**config.mk**
```make
export PLATFORM = sky130hd
export DESIGN_NAME = nabp_image_writer
export DESIGN_NICKNAME = d
export VERILOG_FILES = /design/src/rtl/nabp_image_writer_pkg.sv /design/src/rtl/nabp_image_write_fifo.sv /design/src/rtl/nabp_image_writer.sv
export SDC_FILE = /design/constraint.sdc
export NUM_CORES = 1
export LEC_CHECK = 0
export ABC_AREA = 1
export BUFFER_PORTS_ARGS = -buffer_cell sky130_fd_sc_hd__buf_4
export CAP_MARGIN = 10
export CORE_ASPECT_RATIO = 0.7
export CORE_MARGIN = 8
export CORE_UTILIZATION = 35
export CTS_BUF_LIST = sky130_fd_sc_hd__clkbuf_8 sky130_fd_sc_hd__clkbuf_16
export DETAILED_ROUTE_END_ITERATION = 6
export GPL_ROUTABILITY_DRIVEN = 0
export SLEW_MARGIN = 20
export SYNTH_ARGS = -nofsm -noshare
export SYNTH_HDL_FRONTEND = slang
export SYNTH_SLANG_ARGS = --single-unit
```
**constraint.sdc**
```tcl
create_clock -name clk -period 2.6 [get_ports clk]
set_input_delay 0.26 -clock clk [delete_from_list [all_inputs] [get_ports clk]]
set_output_delay 0.26 -clock clk [all_outputs]
set_load 0.05 [all_outputs]
```
**src/rtl/nabp_image_writer_pkg.sv**
```systemverilog
// Shared constants and types for the image-writer stage.
package nabp_image_writer_pkg;

    localparam int kAccumulatedDataLength = 24;
    localparam int kImageDataLength       = 8;
    localparam int kImageAddressLength    = 16;
    localparam int kNoOfPartitions        = 4;
    localparam int kImageSize             = 256;

    typedef enum logic [1:0] {
        ST_IDLE,
        ST_DRAIN,
        ST_FLUSH,
        ST_DONE
    } wr_state_e;

endpackage

```
**src/rtl/nabp_image_write_fifo.sv**
```systemverilog
// 2-deep first-word-fall-through FIFO. The head entry is a plain register,
// so dout is stable whenever the consumer holds off the pop.
module nabp_image_write_fifo #(
    parameter int WIDTH = 24
) (
    input  logic             clk,
    input  logic             rst,
    input  logic             push,
    input  logic [WIDTH-1:0] din,
    input  logic             pop,
    output logic [WIDTH-1:0] dout,
    output logic [1:0]       count
);

    logic [WIDTH-1:0] head_q, head_d;
    logic [WIDTH-1:0] tail_q, tail_d;
    logic [1:0]       count_q, count_d;
    logic             do_push, do_pop;

    // Next head/tail/count; a push into a full FIFO is only taken alongside a pop.
    always_comb begin
        do_pop  = pop && (count_q != 2'd0);
        do_push = push && ((count_q != 2'd2) || do_pop);
        head_d  = head_q;
        tail_d  = tail_q;
        count_d = count_q;
        case (count_q)
            2'd0: begin
                if (do_push) head_d = din;
            end
            2'd1: begin
                if (do_push && do_pop) head_d = din;
                else if (do_push)      tail_d = din;
            end
            default: begin
                if (do_pop) begin
                    head_d = tail_q;
                    if (do_push) tail_d = din;
                end
            end
        endcase
        case ({do_push, do_pop})
            2'b10:   count_d = count_q + 2'd1;
            2'b01:   count_d = count_q - 2'd1;
            default: count_d = count_q;
        endcase
    end

    // Storage and occupancy registers.
    always_ff @(posedge clk or posedge rst) begin
        if (rst) begin
            head_q  <= '0;
            tail_q  <= '0;
            count_q <= 2'd0;
        end else begin
            head_q  <= head_d;
            tail_q  <= tail_d;
            count_q <= count_d;
        end
    end

    assign dout  = head_q;
    assign count = count_q;

endmodule

```
**src/rtl/nabp_image_writer.sv**
```systemverilog
// Drains PE accumulators in partition order, scales/saturates them to
// pixel width and writes them to image RAM through a 2-entry FIFO.
module nabp_image_writer
    import nabp_image_writer_pkg::*;
#(
    parameter int NO_OF_PARTITIONS = kNoOfPartitions,
    parameter int ACC_WIDTH        = kAccumulatedDataLength,
    parameter int PIX_WIDTH        = kImageDataLength,
    parameter int SHIFT            = 8,
    parameter int IMAGE_SIZE       = kImageSize,
    parameter int ADDR_WIDTH       = kImageAddressLength
) (
    input  logic                                  clk,
    input  logic                                  reset,
    input  logic                                  hs_kick,
    output logic                                  hs_done,
    input  logic [NO_OF_PARTITIONS-1:0]           pe_valid,
    input  logic [NO_OF_PARTITIONS*ACC_WIDTH-1:0] pe_val,
    output logic [NO_OF_PARTITIONS-1:0]           pe_ready,
    output logic                                  im_we,
    output logic [ADDR_WIDTH-1:0]                 im_addr,
    output logic [PIX_WIDTH-1:0]                  im_val,
    input  logic                                  im_wait
);

    localparam int P  = IMAGE_SIZE * IMAGE_SIZE / NO_OF_PARTITIONS;
    localparam int KW = (P > 1) ? $clog2(P) : 1;
    localparam int IW = (NO_OF_PARTITIONS > 1) ? $clog2(NO_OF_PARTITIONS) : 1;

    // Arithmetic shift, then clamp negatives to 0 and overflows to all ones.
    function automatic logic [PIX_WIDTH-1:0] saturate(input logic [ACC_WIDTH-1:0] acc);
        logic signed [ACC_WIDTH-1:0] s;
        s = $signed(acc) >>> SHIFT;
        if (s[ACC_WIDTH-1])                    return '0;
        else if (|s[ACC_WIDTH-2:PIX_WIDTH])    return '1;
        else                                   return s[PIX_WIDTH-1:0];
    endfunction

    wr_state_e                 state_q, state_d;
    logic [IW-1:0]             idx_q, idx_d;
    logic [KW-1:0]             k_q, k_d;
    logic                      hs_done_q, hs_done_d;

    logic [NO_OF_PARTITIONS-1:0][ACC_WIDTH-1:0] pe_val_a;
    logic [1:0]                fifo_count;
    logic                      accept, pop;
    logic [ADDR_WIDTH-1:0]     wr_addr;

    assign pe_val_a = pe_val;
    assign im_we    = (fifo_count != 2'd0);
    assign pop      = im_we && !im_wait;
    assign accept   = (state_q == ST_DRAIN) && pe_valid[idx_q] && (fifo_count < 2'd2);
    assign wr_addr  = ADDR_WIDTH'(idx_q) * ADDR_WIDTH'(P) + ADDR_WIDTH'(k_q);

    // Ready only to the partition being served, gated by registered occupancy.
    always_comb begin
        pe_ready = '0;
        if ((state_q == ST_DRAIN) && (fifo_count < 2'd2)) pe_ready[idx_q] = 1'b1;
    end

    // Drain sequencing; FLUSH leaves as the final pop happens so hs_done
    // lands in the very next cycle.
    always_comb begin
        state_d   = state_q;
        idx_d     = idx_q;
        k_d       = k_q;
        hs_done_d = 1'b0;
        case (state_q)
            ST_IDLE: begin
                if (hs_kick) begin
                    state_d = ST_DRAIN;
                    idx_d   = '0;
                    k_d     = '0;
                end
            end
            ST_DRAIN: begin
                if (accept) begin
                    if (k_q == KW'(P - 1)) begin
                        k_d = '0;
                        if (idx_q == IW'(NO_OF_PARTITIONS - 1)) state_d = ST_FLUSH;
                        else                                     idx_d   = idx_q + 1'b1;
                    end else begin
                        k_d = k_q + 1'b1;
                    end
                end
            end
            ST_FLUSH: begin
                if ((fifo_count == 2'd0) || ((fifo_count == 2'd1) && pop)) begin
                    state_d   = ST_DONE;
                    hs_done_d = 1'b1;
                end
            end
            ST_DONE: state_d = ST_IDLE;
            default: state_d = ST_IDLE;
        endcase
    end

    // FSM and counter registers.
    always_ff @(posedge clk or posedge reset) begin
        if (reset) begin
            state_q   <= ST_IDLE;
            idx_q     <= '0;
            k_q       <= '0;
            hs_done_q <= 1'b0;
        end else begin
            state_q   <= state_d;
            idx_q     <= idx_d;
            k_q       <= k_d;
            hs_done_q <= hs_done_d;
        end
    end

    assign hs_done = hs_done_q;

    nabp_image_write_fifo #(
        .WIDTH(ADDR_WIDTH + PIX_WIDTH)
    ) u_fifo (
        .clk   (clk),
        .rst   (reset),
        .push  (accept),
        .din   ({wr_addr, saturate(pe_val_a[idx_q])}),
        .pop   (pop),
        .dout  ({im_addr, im_val}),
        .count (fifo_count)
    );

endmodule

```
==> impl_metrics.csv, run 1 <==
group,metric,value,unit
drt,drc,0,
sta,setup_viol,0,
synth,synth_warnings,0,
synth,postSynthAreaPerCell,7.40,um2
cts,tritoncts,"yes",
grt,grt_pass1_vias,3868,
synth,synth_edf_count,0,
pwr,total_power,5.27,mW
cts,clock_latency,330,ps
setup_path,cp_max_fo,48,
sta,fmax,0.485,GHz
cells_and_area,drive_gt1_frac,0.219,
place,portBuffers,101,
floorplanning,rows,32,
synth,synth_area_leader_cell,"dfrtp_1",
drt,detail-route-antenna-nets,0,
cts,numCtsBuffers,9,
sta,tightest_slew,469,ps
synth,syn_nets,656,
grt,grt_pass1_wl,17.9,mm
setup_path,crit_top_cell,"inv_1",
floorplanning,ioPinCount,134,
synth,ys.flop_type,"dfrtp_1",
floorplanning,coreArea,11100,um2
cells_and_area,diodes,0,
place,numPlacedInstances,777,
setup_path,critPathKind,"flip-flop to flip-flop",
place,dpl.hpwl,7.87,mm
cts,ctsRootBufferMaster,"clkbuf_16",
drt,wl,10.5,mm
cells_and_area,syn2layout_area_growth,28.9,%
cts,cts_buffer_depth,2,
setup_path,worstPathArrival,2260,ps
synth,synth_cell_types,29,
cells_and_area,fin_cells,793,
cells_and_area,n_fill_cell,1142,
synth,netlist_instances,540,
drt,drt-pass1-iter-count,4,
cells_and_area,nNetsFinal,751,
setup_path,path_cells,"inv_1, ha_1, inv_1, nand2_1, inv_1, nand3_1, nand2_1, o21ai_2, nand2_2, buf_4, o21ai_0",
floorplanning,die_h,105,um
sta,finClkSkew,6.36,ps
sta,slew_headroom,0.687,
grt,grt_max_degree,70,
cells_and_area,seq_area,1730,um2
status,violations,"negative hold slack",
pwr,leakage,2.51,nW
job,drv_cap,0,
cts,post-cts-setup-buffer-count,0,
synth,yosys.area.top_type_share,0.432,
synth,ys_seq_area_frac,0.432,
cts,clkTransAtPathRegs,60,ps
cts,cts_hold_buf,0,
drt,vias,3749,
setup_path,worstPathRequired,2790,ps
synth,yosys-top-cells-count,"153 x nand2_1, 82 x nor2_1, 69 x dfrtp_1",
synth,synth.most_common_cell,"nand2_1",
synth,ys_seq_elements,69,
cells_and_area,final_util,0.466,
worst_hold_path,hold_path_class,"input port to asynchronous set/reset pin",
sta,whs,-18.9,ps
setup_path,worstSetupEndpointType,"flip-flop",
cts,cts.htree.levels,3,
cts,cts-resized-gates,0,
sta,final_max_slew_viol_count,0,
setup_path,rrSetupSlack,540,ps
sta,hold_viol_final,7,
drt,vias_per_cell,4.73,
floorplanning,dieArea,15100,um2
sta,tns,0,ps
floorplanning,initial_core_util,0.362,
sta,min_period_over_period,0.794,
grt,track_usage,0.145,
synth,async_flop_share,1.00,
synth,synth_area_leaders,"dfrtp_1 43%, nand2_1 14%, nor2_1 7.7%, o21ai_0 5.8%, ha_1 3.8%",
floorplanning,die_x,144,um
setup_path,worstReg2RegStart,"u_fifo.count[1]",
cts,clkSinkCount,69,
pwr,irDropWorstVdd,0.437,mV
grt,grt-ovfl-total,0,
drt,wl_per_cell,13.2,um
synth,syn-cell-area,4000,um2
setup_path,reg2reg_depth,11,
sta,timing.final.crit_period,2060,ps
setup_path,slowest_delay,450,ps
setup_path,r2r_end,"u_fifo.tail_q[16]",
status,status,"finished with violations",
drt,detail_route.iter0.violations,203,
grt,antenna_found_initial,0,
setup_path,slowest_stage,"dfrtp_1",
setup_path,cp-start-kind,"flip-flop",
sta,rsz0062_at_grt,"no",
cells_and_area,multiInputGateArea,1960,um2
pwr,cellPowerDensity,1020,nW/um2
## worst max-delay path by stage
stage / startpoint / endpoint / slack (ps)
2_1_floorplan: u_fifo.count[1] / u_fifo.tail_q[10] / 550
3_3_place_gp: idx_q[0] / idx_q[1] / 590
3_5_place_dp: idx_q[0] / idx_q[1] / 550
4_1_cts: idx_q[0] / idx_q[1] / 540
5_1_grt: u_fifo.count[1] / u_fifo.dout[7] / 290
6_report: u_fifo.count[1] / u_fifo.tail_q[16] / 540
## worst max-delay path, delay by kind of cell, from the launching register on
family	cells	cell delay (ps)
buf+inv	4	660
flops	1	450
simple gates	4	360
fa+ha+maj	1	220
compound gates	2	210
## through the flow
step           worst slack (ps)  instance area (um2)
3_5_place_dp                547                 4860
3_3_place_gp                593                 4860
5_1_grt                     295                 5150
4_1_cts                     535                 5150
2_1_floorplan               553                 4000
6_report                    537                 5150
## cell usage in the layout (no fill, tap or decap), drive strengths merged, types with 2 or more instances in the layout
master  netlist  layout
nand2       157     157
buf          12     108
nor2         84      84
o21ai        73      73
dfrtp        69      69
inv          40      42
nand3        25      25
a21oi        19      19
ha           12      12
clkbuf       12      10
nand4         9       9
o22a          8       8
xor2          8       8
nor3          7       7
clkinv        0       2
nand3b        2       2
## layout make-up
cell class,instances,area share
Clock buffer,10,0.0464
Clock inverter,6,0.0107
Inverter,40,0.0296
Multi-Input combinational cell,407,0.381
Sequential cell,69,0.335
Tap cell,153,0.0372
Timing Repair Buffer,108,0.160
## where the power goes
part           switching (mW)  total, mW  leakage, nW  internal [mW]
Combinational            1.74       2.52         1.43          0.784
Sequential              0.191       1.55        0.929           1.36
Clock                   0.439       1.20        0.151          0.757
Total                    2.37       5.27         2.51           2.90
## kinds of logic (layout without fill, tap and decap cells)
family | count (synthesis) | count (layout) | share of synthesized area
AOI/OAI and AO/OA | 103 | 103 | 0.141
buffers and inverters | 64 | 164 | 0.0774
adders and majority gates | 12 | 12 | 0.0376
xor gates and xnor gates | 8 | 8 | 0.0175
and+or+nand+nor | 284 | 284 | 0.294
DFF | 69 | 69 | 0.432
## state kept, by name (all words and copies together), names as in the netlist
signal         cells
u_fifo.tail_q     24
idx_q              2
hs_done            1
state_q            2
u_fifo.count       2
u_fifo.dout       24
k_q               14
## metal layers
metal / up-vias / global-route usage / routed length, um
li1: 1934 / - / -
met1: 1688 / 0.171 / 4830
met2: 114 / 0.231 / 4590
met3: 13 / 0.0703 / 917
met4: 0 / 0.0426 / 146
met5: - / 0 / 0
No activity file was read; power rests on OpenSTA's default activity.
==> run 2: changes to the inputs <==
==> constraint.sdc (replaced) <==
create_clock -name clk -period 1.66 [get_ports clk]
set_input_delay 0.166 -clock clk [delete_from_list [all_inputs] [get_ports clk]]
set_output_delay 0.166 -clock clk [all_outputs]
set_load 0.05 [all_outputs]
==> impl_metrics.csv, run 2 (synthesis results as in run 1) <==
group,metric,value,unit
setup_path,cp_max_fo,14,
sta,fmax,0.582,GHz
sta,rsz0062_at_grt,"yes",
floorplanning,die_h,105,um
floorplanning,rows,32,
cells_and_area,layout_common_cells,"137 x buf_4, 127 x nand2_1, 69 x nor2_1",
pwr,power_switching,4.38,mW
setup_path,slowest_stage,"dfrtp_1",
grt,grt-ovfl-total,0,
cts,numCtsBuffers,9,
sta,setup_slack,-57.9,ps
setup_path,worstSetupEndpointType,"flip-flop",
cells_and_area,final_util,0.539,
worst_hold_path,min_path_cells,4,
cells_and_area,nNetsFinal,805,
setup_path,worstPathArrival,1930,ps
floorplanning,coreArea,11100,um2
setup_path,critPathKind,"flip-flop to flip-flop",
pwr,seq_power_share,0.243,
place,dpl-instance-area,5250,um2
drt,drt-pass1-iter-count,4,
cts,clkSinkCount,69,
floorplanning,dieArea,15100,um2
drt,vias_per_cell,4.79,
cells_and_area,drive_gt1_frac,0.355,
drt,detail-route-antenna-nets,0,
grt,grt_pass1_wl,18.7,mm
status,violations,"negative setup slack",
sta,tightest_slew,440,ps
pwr,leakage,2.83,nW
sta,whs,265,ps
pwr,p_int,5.62,mW
cells_and_area,layout_commonest_cell,"buf_4",
cells_and_area,finish.instance_area,5960,um2
job,drv_cap,0,
sta,setup_viol,32,
setup_path,path_cells,"inv_2, ha_4, inv_4, nor2_4, buf_6, nand3_4, nand2_4, buf_6, o21ai_4, nand2_4, clkbuf_16, o21ai_0",
grt,grt_pass1_vias,4094,
floorplanning,ioPinCount,134,
drt,wl_per_cell,13.8,um
cts,ctsRootBufferMaster,"clkbuf_16",
sta,finClkSkew,5.12,ps
sta,slew_headroom,0.704,
status,status,"finished with violations",
setup_path,worstPathRequired,1870,ps
sta,timing.final.crit_period,1720,ps
pwr,clkPwrFrac,0.178,
pwr,total_power,10.0,mW
pwr,swShare,0.438,
cells_and_area,syn2layout_area_growth,49.1,%
drt,detail_route.iter0.violations,245,
pwr,irDropWorstVdd,0.692,mV
place,portBuffers,101,
setup_path,reg2reg_depth,12,
pwr,share_comb_of_total_power,0.579,
cts,tritoncts,"yes",
pwr,cellPowerDensity,1680,nW/um2
grt,antenna_found_initial,0,
floorplanning,initial_core_util,0.362,
place,dpl.hpwl,8.74,mm
cts,clock_latency,330,ps
drt,wl,11.7,mm
sta,min_period_over_period,1.03,
setup_path,cp-start-kind,"flip-flop",
setup_path,slowest_delay,390,ps
grt,track_usage,0.154,
place,dpl_worst_slack,-67.8,ps
grt,grt_max_degree,70,
cts,cts_buffer_depth,2,
sta,hold_viol_final,0,
cells_and_area,diodes,0,
worst_hold_path,hold_path_class,"input port to flip-flop",
drt,drc,0,
cts,cts.htree.levels,3,
drt,vias,4050,
sta,final_max_slew_viol_count,0,
floorplanning,die_x,144,um
cts,clkTransAtPathRegs,50,ps
[run 2: worst paths after layout]
check,startpoint,to,slack [ps]
worst max-delay path,state_q[1],u_fifo.tail_q[15],-60
worst min-delay path,im_wait,hs_done,260
max in group asynchronous,reset,idx_q[0],840
worst max register to register,state_q[1],u_fifo.tail_q[15],-60
worst min register to register,u_fifo.dout[0],u_fifo.dout[0],480
min in group asynchronous,reset,u_fifo.dout[12],500
[run 2: worst max-delay path: cells and delay by family, from the launching register on]
family / cells / cell delay (ps)
AO/OA/AOI/OAI: 2 / 130
adder cells (fa/ha/maj): 1 / 150
AND/OR/NAND/NOR: 4 / 420
flip-flops: 1 / 390
buffers and inverters: 5 / 520
[run 2: cell type report]
| type | count | area [um2] |
|---|---|---|
| multi-input combinational | 407 | 2210 |
| tap | 153 | 191 |
| clock inverter | 3 | 12.5 |
| inverter | 40 | 176 |
| sequential | 69 | 1730 |
| timing repair buffer | 162 | 1380 |
| clock buffer | 12 | 267 |
| fill | 1096 | 5090 |
[run 2: repair_timing]
action / 4_1_cts / 5_1_grt
gates resized for setup: 25 / 67
hold buffers: 1 / 0
endpoints found under the hold margin: 69 / 0
cloned: 0 / 1
endpoints found under the setup margin: 64 / 72
buffers inserted: 4 / 7
pin swaps: 3 / 15
[run 2: power by group through the flow]
stage | logic (mW) | clock network (mW) | registers [mW]
6_report | 5.79 | 1.78 | 2.43
3_5_place_dp | 4.92 | 0 | 2.42
5_1_grt | 6.32 | 1.89 | 2.48
4_1_cts | 5.18 | 1.83 | 2.40
2_1_floorplan | 2.73 | 0 | 2.98
3_3_place_gp | 4.84 | 0 | 2.40
[run 2: per-stage QoR]
stage	setup TNS (ps)	cells
2_1_floorplan	-7360	540
3_3_place_gp	-496	818
3_5_place_dp	-1740	818
4_1_cts	-1060	838
5_1_grt	-5450	846
6_report	-958	846
[run 2: per-layer routing]
metal,vias to the layer above,track usage,part of all wire
met5,-,0,0
met4,0,0.0456,0.0088
met3,8,0.0613,0.072
met2,116,0.259,0.48
met1,1870,0.178,0.44
li1,2056,-,-
==> run 3: changes to the inputs <==
--- a/config.mk
+++ b/config.mk
@@ -6,7 +6,7 @@
 export NUM_CORES = 1
 export LEC_CHECK = 0
 export ABC_AREA = 1
-export BUFFER_PORTS_ARGS = -buffer_cell sky130_fd_sc_hd__buf_4
+export BUFFER_PORTS_ARGS = -buffer_cell sky130_fd_sc_hd__buf_2
 export CAP_MARGIN = 10
 export CORE_ASPECT_RATIO = 0.7
 export CORE_MARGIN = 8
==> impl_metrics.csv, run 3 (synthesis results as in run 1) <==
group,metric,value,unit
status,status,"finished with violations",
status,violations,"negative setup slack",
drt,drt-pass1-iter-count,4,
cells_and_area,layout_commonest_cell,"nand2_1",
floorplanning,rows,32,
sta,slew_headroom,0.708,
sta,final_max_slew_viol_count,0,
cts,clkTransAtPathRegs,50,ps
sta,setup_slack,-84.0,ps
floorplanning,ioPinCount,134,
sta,min_period_over_period,1.05,
setup_path,cp_max_fo,16,
pwr,leakage,2.77,nW
pwr,irDropWorstVdd,0.781,mV
pwr,total_power,10.0,mW
sta,finClkSkew,6.16,ps
cts,numCtsBuffers,9,
grt,grt_max_degree,70,
setup_path,cp-startpoint,"idx_q[0]",
setup_path,worstSetupEndpointType,"flip-flop",
cells_and_area,nNetsFinal,801,
pwr,cellPowerDensity,1750,nW/um2
cells_and_area,diodes,0,
floorplanning,dieArea,15100,um2
drt,detail-route-antenna-nets,0,
cts,cts_buffer_depth,2,
cells_and_area,final_util,0.517,
sta,timing.final.crit_period,1740,ps
drt,vias_per_cell,4.78,
floorplanning,coreArea,11100,um2
worst_hold_path,hold_path_class,"input port to flip-flop",
cts,clkSinkCount,69,
grt,grt_pass1_wl,18.7,mm
sta,setup_viol,48,
setup_path,cp-start-kind,"flip-flop",
setup_path,worstReg2RegStart,"idx_q[0]",
setup_path,critPathKind,"flip-flop to flip-flop",
drt,vias,4025,
sta,fmax,0.573,GHz
floorplanning,die_h,105,um
cells_and_area,n_fill_cell,1084,
cts,clock_latency,340,ps
drt,detail_route.iter0.violations,175,
grt,grt-ovfl-total,0,
worst_hold_path,holdCritStartpoint,"im_wait",
place,dpl.hpwl,8.47,mm
drt,drc,0,
cells_and_area,drive_gt1_frac,0.334,
sta,rsz0062_at_grt,"yes",
cts,ctsRootBufferMaster,"clkbuf_16",
cells_and_area,syn2layout_area_growth,42.9,%
drt,wl,11.7,mm
setup_path,worstPathArrival,1960,ps
sta,tightest_slew,435,ps
grt,antenna_found_initial,0,
sta,hold_viol_final,0,
grt,track_usage,0.153,
cells_and_area,layout_common_cells,"139 x nand2_1, 97 x buf_2, 71 x nor2_1",
setup_path,worstPathRequired,1880,ps
drt,wl_per_cell,13.9,um
job,drv_cap,0,
floorplanning,initial_core_util,0.362,
floorplanning,die_x,144,um
cts,tritoncts,"yes",
place,portBuffers,101,
cts,cts.htree.levels,3,
grt,grt_pass1_vias,4105,
[run 3: power by group]
group / internal, mW / switching (mW) / total (mW)
combinational: 2.25 / 3.44 / 5.69
sequential: 2.13 / 0.260 / 2.39
clock: 1.23 / 0.693 / 1.92
total: 5.61 / 4.39 / 10.0
[run 3: area by class of cell]
type	count	area, um2	area share
sequential	69	1730	0.303
tap	153	191	0.0335
inverter	40	173	0.0302
clock inverter	4	47.5	0.00833
clock buffer	11	253	0.0443
multi-input combinational	407	2180	0.381
timing repair buffer	158	1140	0.199
[run 3: metrics by stage]
step,worst slack [ps],std cells,cell area [um2],hold slack (ps),TNS [ps]
2_1_floorplan,-201,540,4060,329,-7360
3_3_place_gp,-79.2,815,4980,296,-1920
3_5_place_dp,-144,815,4980,301,-3780
4_1_cts,-61.4,835,5420,217,-1310
5_1_grt,-172,842,5710,306,-8410
6_report,-84.0,842,5710,287,-2180
[run 3: layer usage]
layer  wire [um]  up-vias  track usage  share of wire
li1            -     2037            -              -
met1        5330     1839        0.181           0.46
met2        5340      128        0.252           0.46
met3         768       21       0.0514          0.066
met4         251        0       0.0576          0.021
met5           0        -            0              0
[run 3: worst max-delay path, cell delays in order (launching register included)]
cell and delay (ps):
dfrtp_2 450, buf_4 160, nand2_1 50, nand3_1 80, nand2_2 140, nand3_2 110
nand2_2 100, nand3_4 180, clkbuf_16 240, nand2_1 60, o21ai_1 50
[run 3: what timing repair did]
action                                 in CTS  in global routing
setup endpoints to repair                  71                 72
cloned                                      0                  4
resized for setup                          32                 44
buffers inserted                            4                  3
hold buffers                                1                  0
endpoints found under the hold margin      69                  0
pin swaps                                   3                 18
[run 3: worst paths after layout]
kind	to	slack, ps	cells past startpoint
setup / recovery	u_fifo.dout[21]	-80	10
setup reg to reg	u_fifo.dout[21]	-80	10
min in group asynchronous	u_fifo.dout[12]	470	4
hold reg to reg	u_fifo.dout[6]	460	2
max in group asynchronous	idx_q[0]	870	4
hold / removal	hs_done	290	4
